==> src/rtl/key_search_ctrl_if.sv <==
// Handshake and memory-read bundle between the key search controller
// and the RC4 core / D memory it supervises.
interface key_search_ctrl_if;
   logic        go_i;
   logic [23:0] key_o;
   logic        core_start_o;
   logic        start_loop_o;
   logic        pass_done_i;
   logic [7:0]  address_d_o;
   logic [7:0]  q_d_i;
   logic        busy_o;
   logic        found_o;
   logic        fail_o;

   // Controller side
   modport master (
      input  go_i,
      input  pass_done_i,
      input  q_d_i,
      output key_o,
      output core_start_o,
      output start_loop_o,
      output address_d_o,
      output busy_o,
      output found_o,
      output fail_o
   );

   // Core / memory / requester side
   modport slave (
      output go_i,
      output pass_done_i,
      output q_d_i,
      input  key_o,
      input  core_start_o,
      input  start_loop_o,
      input  address_d_o,
      input  busy_o,
      input  found_o,
      input  fail_o
   );
endinterface

==> src/rtl/key_search_ctrl.sv <==
// Brute-force key search controller: steps the RC4 core through the key
// range, reads each decrypted message back and stops on the first key whose
// output is entirely lowercase letters and spaces.
module key_search_ctrl #(
   parameter int unsigned MSG_LEN   = 32,
   parameter logic [23:0] KEY_START = 24'h000000,
   parameter logic [23:0] KEY_END   = 24'h3FFFFF
) (
   input  logic             clk,
   input  logic             rst_n,
   key_search_ctrl_if.master bus
);

   localparam int unsigned KEY_W = 24;
   localparam int unsigned IDX_W = 8;
   localparam logic [IDX_W-1:0] LAST_IDX = IDX_W'(MSG_LEN - 1);

   typedef enum logic [3:0] {
      S_IDLE,
      S_START,
      S_WAIT_PASS,
      S_RD_ADDR,
      S_RD_WAIT,
      S_CHECK,
      S_NEXT_KEY,
      S_FOUND,
      S_FAIL
   } state_t;

   state_t             state_q, state_d;
   logic [KEY_W-1:0]   key_q, key_d;
   logic [IDX_W-1:0]   idx_q, idx_d;
   logic               first_q, first_d;
   logic               busy_q, busy_d;
   logic               found_q, found_d;
   logic               fail_q, fail_d;
   logic               core_start_q, core_start_d;
   logic               start_loop_q, start_loop_d;

   // Plaintext acceptance: lowercase a..z or space
   function automatic logic byte_ok(input logic [7:0] b);
      return ((b >= 8'h61) && (b <= 8'h7A)) || (b == 8'h20);
   endfunction

   // State register and registered outputs
   always_ff @(posedge clk or negedge rst_n) begin
      if (!rst_n) begin
         state_q      <= S_IDLE;
         key_q        <= KEY_START;
         idx_q        <= '0;
         first_q      <= 1'b0;
         busy_q       <= 1'b0;
         found_q      <= 1'b0;
         fail_q       <= 1'b0;
         core_start_q <= 1'b0;
         start_loop_q <= 1'b0;
      end else begin
         state_q      <= state_d;
         key_q        <= key_d;
         idx_q        <= idx_d;
         first_q      <= first_d;
         busy_q       <= busy_d;
         found_q      <= found_d;
         fail_q       <= fail_d;
         core_start_q <= core_start_d;
         start_loop_q <= start_loop_d;
      end
   end

   // Next-state and next-output logic
   always_comb begin
      state_d      = state_q;
      key_d        = key_q;
      idx_d        = idx_q;
      first_d      = first_q;
      busy_d       = busy_q;
      found_d      = found_q;
      fail_d       = fail_q;
      core_start_d = 1'b0;
      start_loop_d = 1'b0;

      unique case (state_q)
         S_IDLE: begin
            if (bus.go_i) begin
               state_d = S_START;
               key_d   = KEY_START;
               first_d = 1'b1;
               busy_d  = 1'b1;
               found_d = 1'b0;
               fail_d  = 1'b0;
            end
         end
         S_START: begin
            core_start_d = first_q;
            start_loop_d = !first_q;
            state_d      = S_WAIT_PASS;
         end
         S_WAIT_PASS: begin
            if (bus.pass_done_i) begin
               idx_d   = '0;
               state_d = S_RD_ADDR;
            end
         end
         S_RD_ADDR: state_d = S_RD_WAIT;
         S_RD_WAIT: state_d = S_CHECK;
         S_CHECK: begin
            if (!byte_ok(bus.q_d_i)) begin
               state_d = S_NEXT_KEY;
            end else if (idx_q == LAST_IDX) begin
               state_d = S_FOUND;
            end else begin
               idx_d   = idx_q + IDX_W'(1);
               state_d = S_RD_ADDR;
            end
         end
         S_NEXT_KEY: begin
            if (key_q == KEY_END) begin
               state_d = S_FAIL;
            end else begin
               key_d   = key_q + KEY_W'(1);
               first_d = 1'b0;
               state_d = S_START;
            end
         end
         S_FOUND, S_FAIL: begin
            found_d = (state_q == S_FOUND);
            fail_d  = (state_q == S_FAIL);
            busy_d  = 1'b0;
            // busy_q still high on the first terminal cycle, so go is ignored there
            if (bus.go_i && !busy_q) begin
               state_d = S_START;
               key_d   = KEY_START;
               first_d = 1'b1;
               busy_d  = 1'b1;
               found_d = 1'b0;
               fail_d  = 1'b0;
            end
         end
         default: state_d = S_IDLE;
      endcase
   end

   assign bus.key_o        = key_q;
   assign bus.address_d_o  = idx_q;
   assign bus.busy_o       = busy_q;
   assign bus.found_o      = found_q;
   assign bus.fail_o       = fail_q;
   assign bus.core_start_o = core_start_q;
   assign bus.start_loop_o = start_loop_q;

endmodule

==> src/flat_wrapper.sv <==
// flat-port wrapper written by rule: the top's interface ports become plain ports
module key_search_ctrl_flat 
#(
   parameter int unsigned MSG_LEN   = 32,
   parameter logic [23:0] KEY_START = 24'h000000,
   parameter logic [23:0] KEY_END   = 24'h3FFFFF
)
  (clk, rst_n, bus_go_i, bus_pass_done_i, bus_q_d_i, bus_key_o, bus_core_start_o, bus_start_loop_o, bus_address_d_o, bus_busy_o, bus_found_o, bus_fail_o);
  key_search_ctrl_if bus_i ();
  input  logic clk;
  input  logic rst_n;
  input wire logic [$bits(bus_i.go_i)-1:0] bus_go_i;
  input wire logic [$bits(bus_i.pass_done_i)-1:0] bus_pass_done_i;
  input wire logic [$bits(bus_i.q_d_i)-1:0] bus_q_d_i;
  output wire logic [$bits(bus_i.key_o)-1:0] bus_key_o;
  output wire logic [$bits(bus_i.core_start_o)-1:0] bus_core_start_o;
  output wire logic [$bits(bus_i.start_loop_o)-1:0] bus_start_loop_o;
  output wire logic [$bits(bus_i.address_d_o)-1:0] bus_address_d_o;
  output wire logic [$bits(bus_i.busy_o)-1:0] bus_busy_o;
  output wire logic [$bits(bus_i.found_o)-1:0] bus_found_o;
  output wire logic [$bits(bus_i.fail_o)-1:0] bus_fail_o;
  assign bus_i.go_i = bus_go_i;
  assign bus_i.pass_done_i = bus_pass_done_i;
  assign bus_i.q_d_i = bus_q_d_i;
  assign bus_key_o = bus_i.key_o;
  assign bus_core_start_o = bus_i.core_start_o;
  assign bus_start_loop_o = bus_i.start_loop_o;
  assign bus_address_d_o = bus_i.address_d_o;
  assign bus_busy_o = bus_i.busy_o;
  assign bus_found_o = bus_i.found_o;
  assign bus_fail_o = bus_i.fail_o;
  key_search_ctrl #(.MSG_LEN(MSG_LEN), .KEY_START(KEY_START), .KEY_END(KEY_END)) u_core (.clk(clk), .rst_n(rst_n), .bus(bus_i));
endmodule
==> config.mk <==
export PLATFORM = sky130hd
export DESIGN_NAME = key_search_ctrl_flat
export DESIGN_NICKNAME = d
export VERILOG_FILES = /design/src/rtl/key_search_ctrl_if.sv /design/src/rtl/key_search_ctrl.sv /design/src/flat_wrapper.sv
export SDC_FILE = /design/constraint.sdc
export NUM_CORES = 1
export LEC_CHECK = 0
export ABC_CLOCK_PERIOD_IN_PS = 2100
export CAP_MARGIN = 20
export CELL_PAD_IN_SITES_DETAIL_PLACEMENT = 0
export CELL_PAD_IN_SITES_GLOBAL_PLACEMENT = 1
export CORE_MARGIN = 2
export CORE_UTILIZATION = 30
export CTS_CLUSTER_DIAMETER = 100
export DETAILED_ROUTE_END_ITERATION = 10
export PLACE_DENSITY_LB_ADDON = 0.2
export SLEW_MARGIN = 20
export SYNTH_ARGS = -nofsm -noshare
export SYNTH_HDL_FRONTEND = slang
export SYNTH_SLANG_ARGS = --single-unit
==> constraint.sdc <==
create_clock -name clk -period 2.1 [get_ports clk]
set_clock_uncertainty 0.05 [all_clocks]
set_input_delay 0.42 -clock clk [delete_from_list [all_inputs] [get_ports clk]]
set_output_delay 0.42 -clock clk [all_outputs]
set_load 0.005 [all_outputs]
# --- Word level (Yosys, flattened, before mapping) ---
# Cells that the tools add are included.
word_totals:
  ff_bits: 42
  in_bits: 12
  output_inout_bits: 37
  elab_cells: 72
op_classes:
  n_addsub: 2
  order_cmp: 2
  eq_ne: 17
  muxes: 28
  n_reduce_logical: 14
ops:
  columns: ["op", "count"]
  rows:
  - ["24-bit two-way mux", 3]
  - ["24-bit case mux with 3 select lines", 1]
  - ["4-bit case mux with 8 select lines", 1]
  - ["24-bit by 1-bit adder with 24-bit output (second input constant)", 1]
  - ["24-bit by 22-bit equality test with 1-bit output (second input constant)", 1]
  - ["8-bit two-way mux", 3]
  - ["4-bit two-way mux", 5]
  - ["4-bit by 3-bit equality test with 1-bit output (second input constant)", 4]
  - ["8-bit case mux with 2 select lines", 1]
  - ["1-bit two-way mux", 9]
  - ["8-bit by 1-bit adder with 8-bit output (second input constant)", 1]
  - ["4-bit by 2-bit equality test with 1-bit output (second input constant)", 2]
  - ["8-bit by 5-bit equality test with 1-bit output (second input constant)", 1]
  - ["8-bit by 6-bit equality test with 1-bit output (second input constant)", 1]
  - ["8-bit by 7-bit >= comparator with 1-bit output (second input constant)", 1]
  - ["8-bit by 7-bit <= comparator with 1-bit output (second input constant)", 1]
  - ["2-bit != test (second input constant)", 4]
  - ["4-bit AND reduction", 2]
  - ["1-bit case mux with 2 select lines", 3]
  - ["4-bit by 1-bit equality test with 1-bit output (second input constant)", 1]
  - ["4-bit equality test (second input constant)", 1]
  - ["4-bit zero test", 1]
  - ["2-bit by 1-bit != test with 1-bit output (second input constant)", 2]
  - ["2-bit nonzero test", 2]
  - ["other kinds (9)", 11]

# --- Longest topological paths before layout ---
logic_depth:
  ltp_word: 5
  ltp_mapped: 8
  mapped_depth_nobuf: 6

# --- Worst setup path after synthesis ---
# Ideal clock, no wire load.
synth_path:
  path_type: "register -> register"
  start: "register u_core.state_q[0]"
  end: "register u_core.key_q[14], in the netlist u_core.bus.key_o[14]"
  setup_time_ns: 0.066
  t_arrival_ns: 1.901
  t_required_ns: 1.984
  slack_ns: 0.083
  stages_incl_launch_ff: 7
  n_path_buf: 1
  synth_period_minus_slack_ns: 2.017
  cell_sequence: "dfrtp_1 or3_1 o22a_1 and3_1 buf_2 or4_1 nand2_1"
synth_via:
  elab_chain_cells: 4
  elab_cells_between_ends: 11
  classes_between: "6 x eq/ne; 1 x mux; 4 x reduce/logical"
synth_rtl:
  columns: ["element", "line", "rtl"]
  rows:
  - ["start, declared", "key_search_ctrl.sv:30", "state_t state_q, state_d;"]
  - ["start signal, assigned", "key_search_ctrl.sv:58", "state_q <= state_d;"]
  - ["4-bit equality test / 4-bit by 3-bit equality test with 1-bit output (equally long branches)", "key_search_ctrl.sv:82", "unique case (state_q)"]
  - ["2-bit OR reduction", "key_search_ctrl.sv:82", null]
  - ["2-bit by 1-bit != test with 1-bit output (no line) / 3-bit nonzero test (equally long branches)", null, null]
  - ["4-bit AND reduction (no line)", null, null]
  - ["end signal, assigned", "key_search_ctrl.sv:59", "key_q <= key_d;"]
  - ["end, declared", "key_search_ctrl.sv:31", "logic [KEY_W-1:0] key_q, key_d;"]
# Several ways; a longest one is shown, not always the timed one.
# A chain may end at the register's enable or synchronous reset.

# --- Final worst setup path ---
layout_path:
  start: "register u_core.state_q[0]"
  end: "register u_core.key_q[12], in the netlist u_core.bus.key_o[12]"
# The elaborated chain is that of the path after synthesis.

==> impl_metrics.json <==
{
  "outcome": "complete, no violations",
  "drt_iter0_drc": 85,
  "cts.sinks": 42,
  "cp_slowest_stage_delay_ns": 0.49,
  "grt-ovfl-total": 0,
  "synth_seq_cells": 42,
  "async_reset_ff_share_pct": 100.0,
  "dieArea_mm2": 0.008840,
  "ioPinCount": 49,
  "synth_area_leaders": "dfrtp_1 (43%), or4_1 (5.9%), o31ai_1 (5.2%), a21oi_1 (4.7%), nand2_1 (4.2%)",
  "io_buffers": 48,
  "fp-row-count": 32,
  "min_period_ns": 2.054,
  "dieWidth_um": 94.02,
  "syn_to_final_growth_pct": 50.13,
  "grt_pass1_vias": 2364,
  "rsz0062_at_grt": "yes",
  "gpl.final_weighted_congestion": 0.7462,
  "yosys-top-cells-count": "dfrtp_1 (42), nand2_1 (27), a21oi_1 (23)",
  "path_clk_slew_ns": 0.08,
  "root_buffer": "clkbuf_8",
  "synth_top_area_share_pct": 43.23,
  "slew_violations": 0,
  "wl_per_cell_um": 15.22,
  "grt_pass1_wl_um": 11540,
  "yosysMostFrequentCell": "dfrtp_1",
  "dp_hpwl_um": 4907,
  "cp_max_fo": 5,
  "relSlewSlack_pct": 67.94,
  "synth_flop_cell": "dfrtp_1",
  "ir_drop_mv": 0.5858,
  "drc_errors": 0,
  "whs_ns": 0.03988,
  "crit_family": "simple AND/OR/NAND/NOR gates",
  "worst_pin_slew_ns": 0.4759,
  "finish.utilization_pct": 46.75,
  "min_period_over_period_pct": 97.82,
  "endpoint_kind": "flip-flop",
  "num_vias": 2487,
  "fin_setup_tns_ns": 0,
  "yosys_warnings": 0,
  "p_sw_mw": 1.237,
  "synth_cell_types": 45,
  "max_freq_mhz": 486.8,
  "synth_edf_count": 0,
  "die_h_um": 94.02,
  "avgSynthCellArea_um2": 9.105,
  "routed_wl_um": 7092,
  "p_sw_share_pct": 37.98,
  "hold_buffers": 0,
  "avgViaCountPerCell": 5.337,
  "ys_seq_area_share_pct": 43.23,
  "hp-class": "input pin to async pin",
  "grt_use_total_pct": 16.51,
  "path_cells": "or3_1 > o22a_2 > buf_4 > and3_4 > or4_1 > nand2_1",
  "critPathArrivalTime_ns": 2.25,
  "cp.required_ns": 2.29,
  "cts_made_buffers": 5,
  "p_total_mw": 3.258,
  "seqPwrFrac_pct": 30.9,
  "combinationalPowerShare_pct": 50.1,
  "netlist_instances": 267,
  "initial_utilization_pct": 31.14,
  "cp.depth": 6,
  "clk_path_buf_depth": 2,
  "htreeDepth": 2,
  "grt_max_degree": 43,
  "n_antenna_cell": 0,
  "layout-drive-gt1-share_pct": 24.45,
  "fillCellCount": 772,
  "clockPowerShare_pct": 19.0,
  "finalNetCount": 377,
  "finalSetupViolations": 0,
  "syn_area_mm2": 0.002431,
  "leakagePower_nw": 1.491,
  "synth_top_area_cell": "dfrtp_1",
  "drv_cap": 0,
  "drtPass1Iterations": 6,
  "p_per_area_mw_per_mm2": 892.7,
  "clock_latency_ns": 0.30,
  "cts_tree": "yes",
  "cp_slowest_cell": "or4_1",
  "p_int_mw": 2.021,
  "hold_violations": 0,
  "design.core.area_mm2": 0.007807,
  "crit_buf_inv": 1,
  "crit_type": "flip-flop to flip-flop",
  "rr_worst_depth": 6,
  "startpoint_type": "flip-flop",
  "synthesis.nets": 281,
  "grt_antenna_before_repair": 0,
  "ant_nets": 0
}
==> cell usage in the layout, fill, tap and decap left out, types with 3 or more instances in the layout <==
master / netlist / final
nor2_1: 6 / 6
mux2i_1: 8 / 8
dlymetal6s2s_1: 0 / 4
nand2_1: 27 / 25
and3_1: 7 / 6
inv_1: 7 / 7
or3_1: 4 / 4
nand2b_1: 9 / 9
nor4_1: 6 / 6
buf_4: 0 / 48
or4_1: 19 / 16
a21oi_2: 0 / 6
a21oi_1: 23 / 17
nor3_2: 0 / 3
nand4_1: 7 / 7
o21ai_0: 12 / 12
nand3_1: 18 / 18
o31ai_1: 17 / 17
o211ai_1: 5 / 5
clkbuf_8: 0 / 8
buf_12: 0 / 3
dfrtp_1: 42 / 41
clkdlybuf4s50_1: 0 / 43
or4_4: 1 / 4
==> sequential cells by signal, indices dropped and copies added (netlist names) <==
register                 count
u_core.bus.key_o            24
u_core.bus.fail_o            1
u_core.bus.start_loop_o      1
u_core.bus.busy_o            1
u_core.first_q               1
u_core.bus.core_start_o      1
u_core.state_q               4
u_core.bus.address_d_o       8
u_core.bus.found_o           1
==> routing by layer <==
metal | routed length, um | global-route usage, % | part of all wire (%)
met1 | 3434 | 22.63 | 48
met5 | 0 | 0 | 0
met3 | 306 | 3.371 | 4.3
met4 | 93 | 5.435 | 1.3
met2 | 3259 | 26.01 | 46
==> final cells by class <==
| cell class | instances | area [um2] | share of cell area, % |
|---|---|---|---|
| clock buffers | 8 | 110.1 | 3.017 |
| inverters | 7 | 26.28 | 0.7199 |
| multi-input cells | 205 | 1380 | 37.81 |
| flip-flops and latches | 42 | 1052 | 28.83 |
| well taps | 102 | 127.6 | 3.497 |
| repair buffers | 102 | 953.4 | 26.12 |
==> worst paths after layout <==
path,start,endpoint,slack (ns)
worst min-delay path,rst_n,u_core.bus.found_o$_DFFE_PN0P_,0.04
worst max register to register,u_core.state_q[0]$_DFFE_PN0P_,u_core.bus.key_o[12]$_DFFE_PN0P_,0.05
worst min register to register,u_core.first_q$_DFFE_PN0P_,u_core.bus.start_loop_o$_DFF_PN0_,0.43
max in group asynchronous,rst_n,u_core.state_q[3]$_DFFE_PN0P_,1.75
min in group clk,u_core.first_q$_DFFE_PN0P_,u_core.bus.start_loop_o$_DFF_PN0_,0.43
worst max-delay path,u_core.state_q[0]$_DFFE_PN0P_,u_core.bus.key_o[12]$_DFFE_PN0P_,0.05
==> repair_timing <==
action                     4_1_cts  5_1_grt
setup buffers                    1        1
gates resized for setup          7       23
cloned                           0        1
pin swaps                        6        5
setup endpoints to repair       10       30
==> power by group through the flow <==
stage                     clock [mW]  sequential, mW  combinational, mW
after floorplan                    0            1.03              0.696
after global placement             0            1.02               1.47
after detailed placement           0            1.02               1.50
after CTS                      0.641            1.01               1.56
after global routing           0.668            1.02               1.78
final                          0.620            1.01               1.63
==> metrics by stage <==
step	setup slack, ns	area [um2]	instances
2_1_floorplan	0.08253	2431	267
5_1_grt	-0.03090	3650	466
4_1_cts	-0.01086	3526	464
3_3_place_gp	-0.2926	3386	455
6_report	0.04586	3650	466
3_5_place_dp	-0.4167	3386	455
==> worst reg2reg max path, stage by stage (launching register included) <==
cell,delay (ns)
dfrtp_1,0.39
or3_1,0.40
o22a_2,0.28
buf_4,0.15
and3_4,0.17
or4_1,0.49
nand2_1,0.08
==> logic make-up after synthesis <==
group / count (synthesis) / share of synthesized area [%]
DFF: 42 / 43.23
and+or+nand+nor: 125 / 30.31
buffers and inverters: 20 / 3.912
adders and majority gates: 2 / 1.029
AOI/OAI and AO/OA: 70 / 18.22
muxes: 8 / 3.294
No activity file was read; power rests on OpenSTA's default activity.
